===== config.mk =====
export PLATFORM = sky130hd
export DESIGN_NAME = ioport_pcint
export DESIGN_NICKNAME = d
export VERILOG_FILES = /design/src/rtl/ioport_pcint_pkg.sv /design/src/rtl/ioport_pcint_io_sync2.sv /design/src/rtl/ioport_pcint.sv
export SDC_FILE = /design/constraint.sdc
export NUM_CORES = 1
export LEC_CHECK = 0
export ABC_AREA = 1
export CORE_UTILIZATION = 65
export CTS_CLUSTER_SIZE = 30
export DETAILED_ROUTE_END_ITERATION = 10
export DONT_BUFFER_PORTS = 1
export HOLD_SLACK_MARGIN = 0.03
export PLACE_DENSITY = 0.81
export SLEW_MARGIN = 20
export SYNTH_ARGS = -nofsm -noshare
export SYNTH_HDL_FRONTEND = slang
export SYNTH_SLANG_ARGS = --single-unit

===== constraint.sdc =====
create_clock -name clk_i -period 2.2 [get_ports clk_i]
set_clock_uncertainty 0.15 [all_clocks]
set_input_delay 0.33 -clock clk_i [delete_from_list [all_inputs] [get_ports clk_i]]
set_output_delay 0.33 -clock clk_i [all_outputs]
set_load 0.03 [all_outputs]

===== src/rtl/ioport_pcint_pkg.sv =====
// Shared AVR port address map, default pin-change register addresses and bus widths.
package ioport_pcint_pkg;

    localparam int unsigned ADR_W  = 6;
    localparam int unsigned DATA_W = 8;

    localparam logic [ADR_W-1:0] PCMSK_BASE = 6'h0C;
    localparam logic [ADR_W-1:0] PCIF_BASE  = 6'h0D;

    // Each port owns three consecutive addresses: PIN, DDR, PORT (port A at 0).
    function automatic logic [ADR_W-1:0] port_pin(input int unsigned number);
        return ADR_W'(3 * number);
    endfunction

    function automatic logic [ADR_W-1:0] port_ddr(input int unsigned number);
        return ADR_W'(3 * number + 1);
    endfunction

    function automatic logic [ADR_W-1:0] port_address(input int unsigned number);
        return ADR_W'(3 * number + 2);
    endfunction

endpackage


===== src/rtl/ioport_pcint_io_sync2.sv =====
// Two-flop synchroniser for asynchronous inputs, synchronous active-low reset.
module io_sync2 #(
    parameter int unsigned W = 8
) (
    input  logic         clk,
    input  logic         rst_n,
    input  logic [W-1:0] d,
    output logic [W-1:0] q
);

    logic [W-1:0] meta;

    always_ff @(posedge clk) begin
        if (!rst_n) begin
            meta <= '0;
            q    <= '0;
        end else begin
            meta <= d;
            q    <= meta;
        end
    end

endmodule


===== src/rtl/ioport_pcint.sv =====
// AVR I/O port with PORT/DDR/PIN registers, PIN-write toggle and masked pin-change interrupt.
module ioport_pcint
    import ioport_pcint_pkg::*;
#(
    parameter int unsigned      NUMBER  = 0,
    parameter int unsigned      BITS    = 8,
    parameter bit               ENA_OUT = 1'b1,
    parameter bit               ENA_IN  = 1'b1,
    parameter logic [ADR_W-1:0] MSK_ADR = PCMSK_BASE,
    parameter logic [ADR_W-1:0] FLG_ADR = PCIF_BASE
) (
    input  logic              clk_i,
    input  logic              rst_ni,
    input  logic              ena_i,
    input  logic [ADR_W-1:0]  adr_i,
    input  logic [DATA_W-1:0] data_i,
    output logic [DATA_W-1:0] data_o,
    input  logic              re_i,
    input  logic              we_i,
    output logic              selected_o,
    output logic              irq_o,
    input  logic              irq_ack_i,
    input  logic [BITS-1:0]   port_i,
    output logic [BITS-1:0]   port_o,
    output logic [BITS-1:0]   port_oe_o
);

    localparam logic [ADR_W-1:0] PORT_ADR = port_address(NUMBER);
    localparam logic [ADR_W-1:0] DDR_ADR  = port_ddr(NUMBER);
    localparam logic [ADR_W-1:0] PIN_ADR  = port_pin(NUMBER);
    localparam bit               DDR_IMPL = ENA_OUT && ENA_IN;
    localparam bit               DDR_ONES = ENA_OUT && !ENA_IN;

    logic [BITS-1:0] port_q, ddr_q, msk_q, flg_q, hist_q, sync_q;
    logic            irq_q;
    logic [BITS-1:0] port_nxt, ddr_nxt, msk_nxt, flg_nxt, clr, chg;
    logic            hit_port, hit_ddr, hit_pin, hit_msk, hit_flg, wr;
    logic            unused_data;

    assign unused_data = ^data_i;

    io_sync2 #(.W(BITS)) u_sync (
        .clk   (clk_i),
        .rst_n (rst_ni),
        .d     (port_i),
        .q     (sync_q)
    );

    // Address decode and next-state for all registers.
    always_comb begin
        hit_port = ENA_OUT && (adr_i == PORT_ADR);
        hit_ddr  = ENA_OUT && (adr_i == DDR_ADR);
        hit_pin  = ENA_IN  && (adr_i == PIN_ADR);
        hit_msk  = ENA_IN  && (adr_i == MSK_ADR);
        hit_flg  = ENA_IN  && (adr_i == FLG_ADR);
        wr       = we_i && ena_i;

        port_nxt = port_q;
        ddr_nxt  = ddr_q;
        msk_nxt  = msk_q;
        clr      = '0;

        // Toggle is checked first so it wins if PIN and PORT ever alias.
        if (wr && hit_pin && ENA_OUT) begin
            port_nxt = port_q ^ data_i[BITS-1:0];
        end else if (wr && hit_port) begin
            port_nxt = data_i[BITS-1:0];
        end
        if (wr && hit_ddr && DDR_IMPL) begin
            ddr_nxt = data_i[BITS-1:0];
        end
        if (wr && hit_msk) begin
            msk_nxt = data_i[BITS-1:0];
        end
        if (wr && hit_flg) begin
            clr = data_i[BITS-1:0];
        end
        if (irq_ack_i && ena_i) begin
            clr = '1;
        end

        // A change in the same cycle as a clear keeps its flag.
        chg     = (sync_q ^ hist_q) & msk_q;
        flg_nxt = (flg_q & ~clr) | chg;
    end

    always_ff @(posedge clk_i) begin
        if (!rst_ni) begin
            port_q <= '0;
            ddr_q  <= '0;
            msk_q  <= '0;
            flg_q  <= '0;
            hist_q <= '0;
            irq_q  <= 1'b0;
        end else begin
            port_q <= port_nxt;
            ddr_q  <= ddr_nxt;
            msk_q  <= msk_nxt;
            flg_q  <= flg_nxt;
            hist_q <= sync_q;
            irq_q  <= |flg_nxt;
        end
    end

    assign port_o    = port_q;
    assign port_oe_o = DDR_ONES ? {BITS{1'b1}} : ddr_q;
    assign irq_o     = irq_q;

    assign data_o = ({DATA_W{hit_port}} & DATA_W'(port_q))
                  | ({DATA_W{hit_ddr}}  & DATA_W'(port_oe_o))
                  | ({DATA_W{hit_pin}}  & DATA_W'(sync_q))
                  | ({DATA_W{hit_msk}}  & DATA_W'(msk_q))
                  | ({DATA_W{hit_flg}}  & DATA_W'(flg_q));

    assign selected_o = re_i && (hit_port || hit_ddr || hit_pin || hit_msk || hit_flg);

endmodule


==> results by group <==
Outcome
  • Outcome: completed

Layout
  • Most frequent standard cell in the layout excluding fill and tap cells: nand2_1
  • Register cell area after layout: 1140 um^2
  • Number of fill cells in the layout: 268
  • Layout Utilization: 80.4%
  • Final-stage net count: 386
  • Area grow syn2layout: 16.8%
  • Top library cells by usage in the layout, fill and taps aside: nand2_1, dfxtp_1, inv_1, a21oi_1, nor2_1
  • Layout cell share with drive strength beyond 1: 13.5%
  • Number of antenna cells inserted: 0
  • Multi-input logic area: 1130 um^2

Yosys
  • Post-synth net total: 363
  • Post-Synth XOR/XNOR Area: 2.40%
  • Netlist Area Pre-Place: 2560 um^2
  • Synth Area in Simple Gates: 26.6%
  • Warnings from Yosys: 0
  • Sequential area share after synthesis: 44.6%
  • Synthesized area per cell: 7.63 um^2
  • Number of synthesized register bits: 57
  • Complex-gate fraction of the synthesized area: 15.3%
  • Synth Area in Adders: 0%
  • Count of distinct cell types in the synthesized netlist: 31
  • Mux cell area share after synthesis: 0%
  • Number of cells produced by synthesis: 335
  • Largest family of logic cells by synthesized area: simple AND/OR/NAND/NOR gates

Critical path
  • Launching element type of the critical path: input port
  • Number of gates on the worst path with buffers counted: 7
  • Slowest stage cell on the critical path: buf_4
  • Count of buffer and inverter cells on the critical path: 3
  • Max stage delay on crit path: 210 ps
  • Worst setup path class: input port to output port
  • Series of cell instances along the critical path: nor2_2, buf_4, nand2_2, nor2_4, inv_1, o211ai_1, buf_4
  • Cell type group with the largest total delay on the critical path: buffers and inverters
  • Most common cell type on the critical path: buf_4
  • Register-to-Register Path Depth: 7
  • Top fanout value on the critical path: 8
  • CP Capture Type: output port
  • Critical path data required time: 1720 ps
  • Signal arrival time at the worst endpoint: 1550 ps

Worst hold path
  • Worst hold path stage count: 2
  • Class of the tightest hold or removal check: input port to flop

Timing
  • Total Negative Setup Slacks: 0 ps
  • Hold Fails Final Rpt: 0
  • Share of the clock period used by the worst path after layout: 92.4%
  • Worst-margin pin slew: 386 ps
  • Post-layout min period: 2030 ps
  • Final hold slack: 59.9 ps
  • Highest clock frequency the design can meet: 492 MHz
  • Final setup vio count: 0
  • Count of pins over their slew limit: 0
  • Worst slew slack as a fraction of its limit: 74.2%
  • Unrepaired setup endpoints after global routing: no

Placement
  • PortBufs: 0
  • Routability congestion estimate from global placement: 0.890
  • DP Wirelength: 4150 um

Die
  • Number of placement rows: 22
  • Vertical extent of the die: 64.7 um
  • Die Area: 4190 um^2
  • Die span in x: 64.7 um
  • Area of the core region: 3720 um^2
  • Starting Density: 68.8%
  • Total I/O pin count: 54

GRT
  • Remaining Overflow, GRT: 0
  • Gr usage total: 33.5%
  • First-pass GRT wire length: 10,300 um
  • Number of global-route vias before repair: 2,293
  • Pin count of the biggest net entering global routing: 47
  • Number of antenna violations at the first check in global routing: 0

CTS
  • Total clock buffers created by CTS: 9
  • Register clock-pin slew on the reported worst setup and hold paths: 60 ps
  • # clock sinks: 57
  • CTS Buffer Depth: 2
  • H-tree level count: 3
  • CTS Root Cell: clkbuf_8
  • Number of buffers inserted to repair setup after CTS: 0
  • TritonCTS clock tree: built
  • Clock latency on the worst-skew pair: 330 ps

Power and ir drop
  • Pleak: 1.44 nW
  • Power density normalized to cell area: 780 nW/um^2
  • Largest vdd supply drop: 0.829 mV
  • Total power draw: 0.00233 W

Drt
  • Routed wire length: 6360 um
  • Via-to-Cell Ratio: 5.66
  • First-pass detailed-route iteration total: 4
  • DRC violations left: 0
  • DR iter-0 viols: 211
  • Count of vias placed by the detailed router: 2,327
  • Wire length per cell: 15.5 um
  • Antenna Violating Nets Remaining: 0

Run
  • Number of maximum-capacitance violations: 0
==> per-stage QoR <==
step	cell area (um^2)	cells	setup slack [ps]
floorplan	2560	335	121
global placement	2630	384	224
detailed placement	2630	384	213
CTS	2990	411	178
global route	2990	411	55.3
finish	2990	411	168
==> final cells by class <==
cell class	instances	area share [%]
flip-flops and latches	57	38.2
clock inverters	5	3.48
clock buffers	11	4.40
repair buffers	22	6.79
inverters	57	7.16
multi-input cells	211	38.0
well taps	48	2.01
==> cell families after synthesis <==
group                  after synthesis
AND/OR/NAND/NOR                    136
buffers and inverters               67
flip-flops                          57
AO/OA/AOI/OAI                       68
XOR/XNOR                             7
==> worst reg2reg max path, cell delays in order (launching register included) <==
cell and delay (ps):
dfxtp_1 340, or2_2 280, nand3_1 100, nand2_1 80, nor2_1 110, nand2_1 60, nor2_1 100, nor2_1 60
==> registers in the layout, summed over array words and instances (netlist names) <==
name / count
flg_q: 8
hist_q: 8
irq_o: 1
msk_q: 8
port_o: 8
port_oe_o: 8
u_sync.meta: 8
u_sync.q: 8
==> final timing paths <==
path / start / to / slack, ps
worst max register to register: u_sync.q[0] / irq_o / 820
worst min-delay path: data_i[7] / msk_q[7] / 60
worst min register to register: u_sync.meta[4] / u_sync.q[4] / 270
worst max-delay path: adr_i[5] / data_o[6] / 170
==> Yosys cell counts <==
master      n  share of area [%]
nand2_1    76                 11
dfxtp_1    57                 45
inv_1      53                7.8
a21oi_1    27                5.3
nor2_1     23                3.4
o21ai_0    12                2.3
nor4_1      8                2.0
o22ai_1     8                2.0
nand4_1     7                1.7
o21ai_1     7                1.4
xor2_1      7                2.4
a22oi_1     5                1.5
clkbuf_1    5               0.73
nor2_4      5                2.2
o2111ai_1   5                1.7
nand2_2     4               0.98
buf_6       3                1.3
inv_2       3               0.44
o211ai_1    3               0.88
buf_4       2               0.59
nand2_4     2               0.88
nand3_2     2               0.78
nor2_2      2               0.49
nor2_8      2                1.6
a21boi_0    1               0.29
clkinv_1    1               0.15
nand3_1     1               0.20
nand4_2     1               0.49
nor3_1      1               0.20
nor3_2      1               0.39
or2_2       1               0.24
==> per-layer routing <==
metal	up-vias	routed length (um)	GRT usage, %
met1	1053	2480	34.3
met3	15	575	12.9
met4	0	184	14.7
li1	1134	-	-
met5	-	0	0
met2	125	3120	59.8
==> timing repair <==
| action | CTS | global route |
|---|---|---|
| endpoints found under the hold margin | 48 | 0 |
| resized for setup | 0 | 0 |
| hold buffers | 11 | 0 |
==> power breakdown <==
| part | internal [W] | switching (W) | total [W] |
|---|---|---|---|
| registers | 0.00105 | 0.0000144 | 0.00107 |
| logic | 0.0000396 | 0.0000715 | 0.000111 |
| clock network | 0.000753 | 0.000398 | 0.00115 |
| total | 0.00184 | 0.000484 | 0.00233 |
No activity file was read; power rests on OpenSTA's default activity.
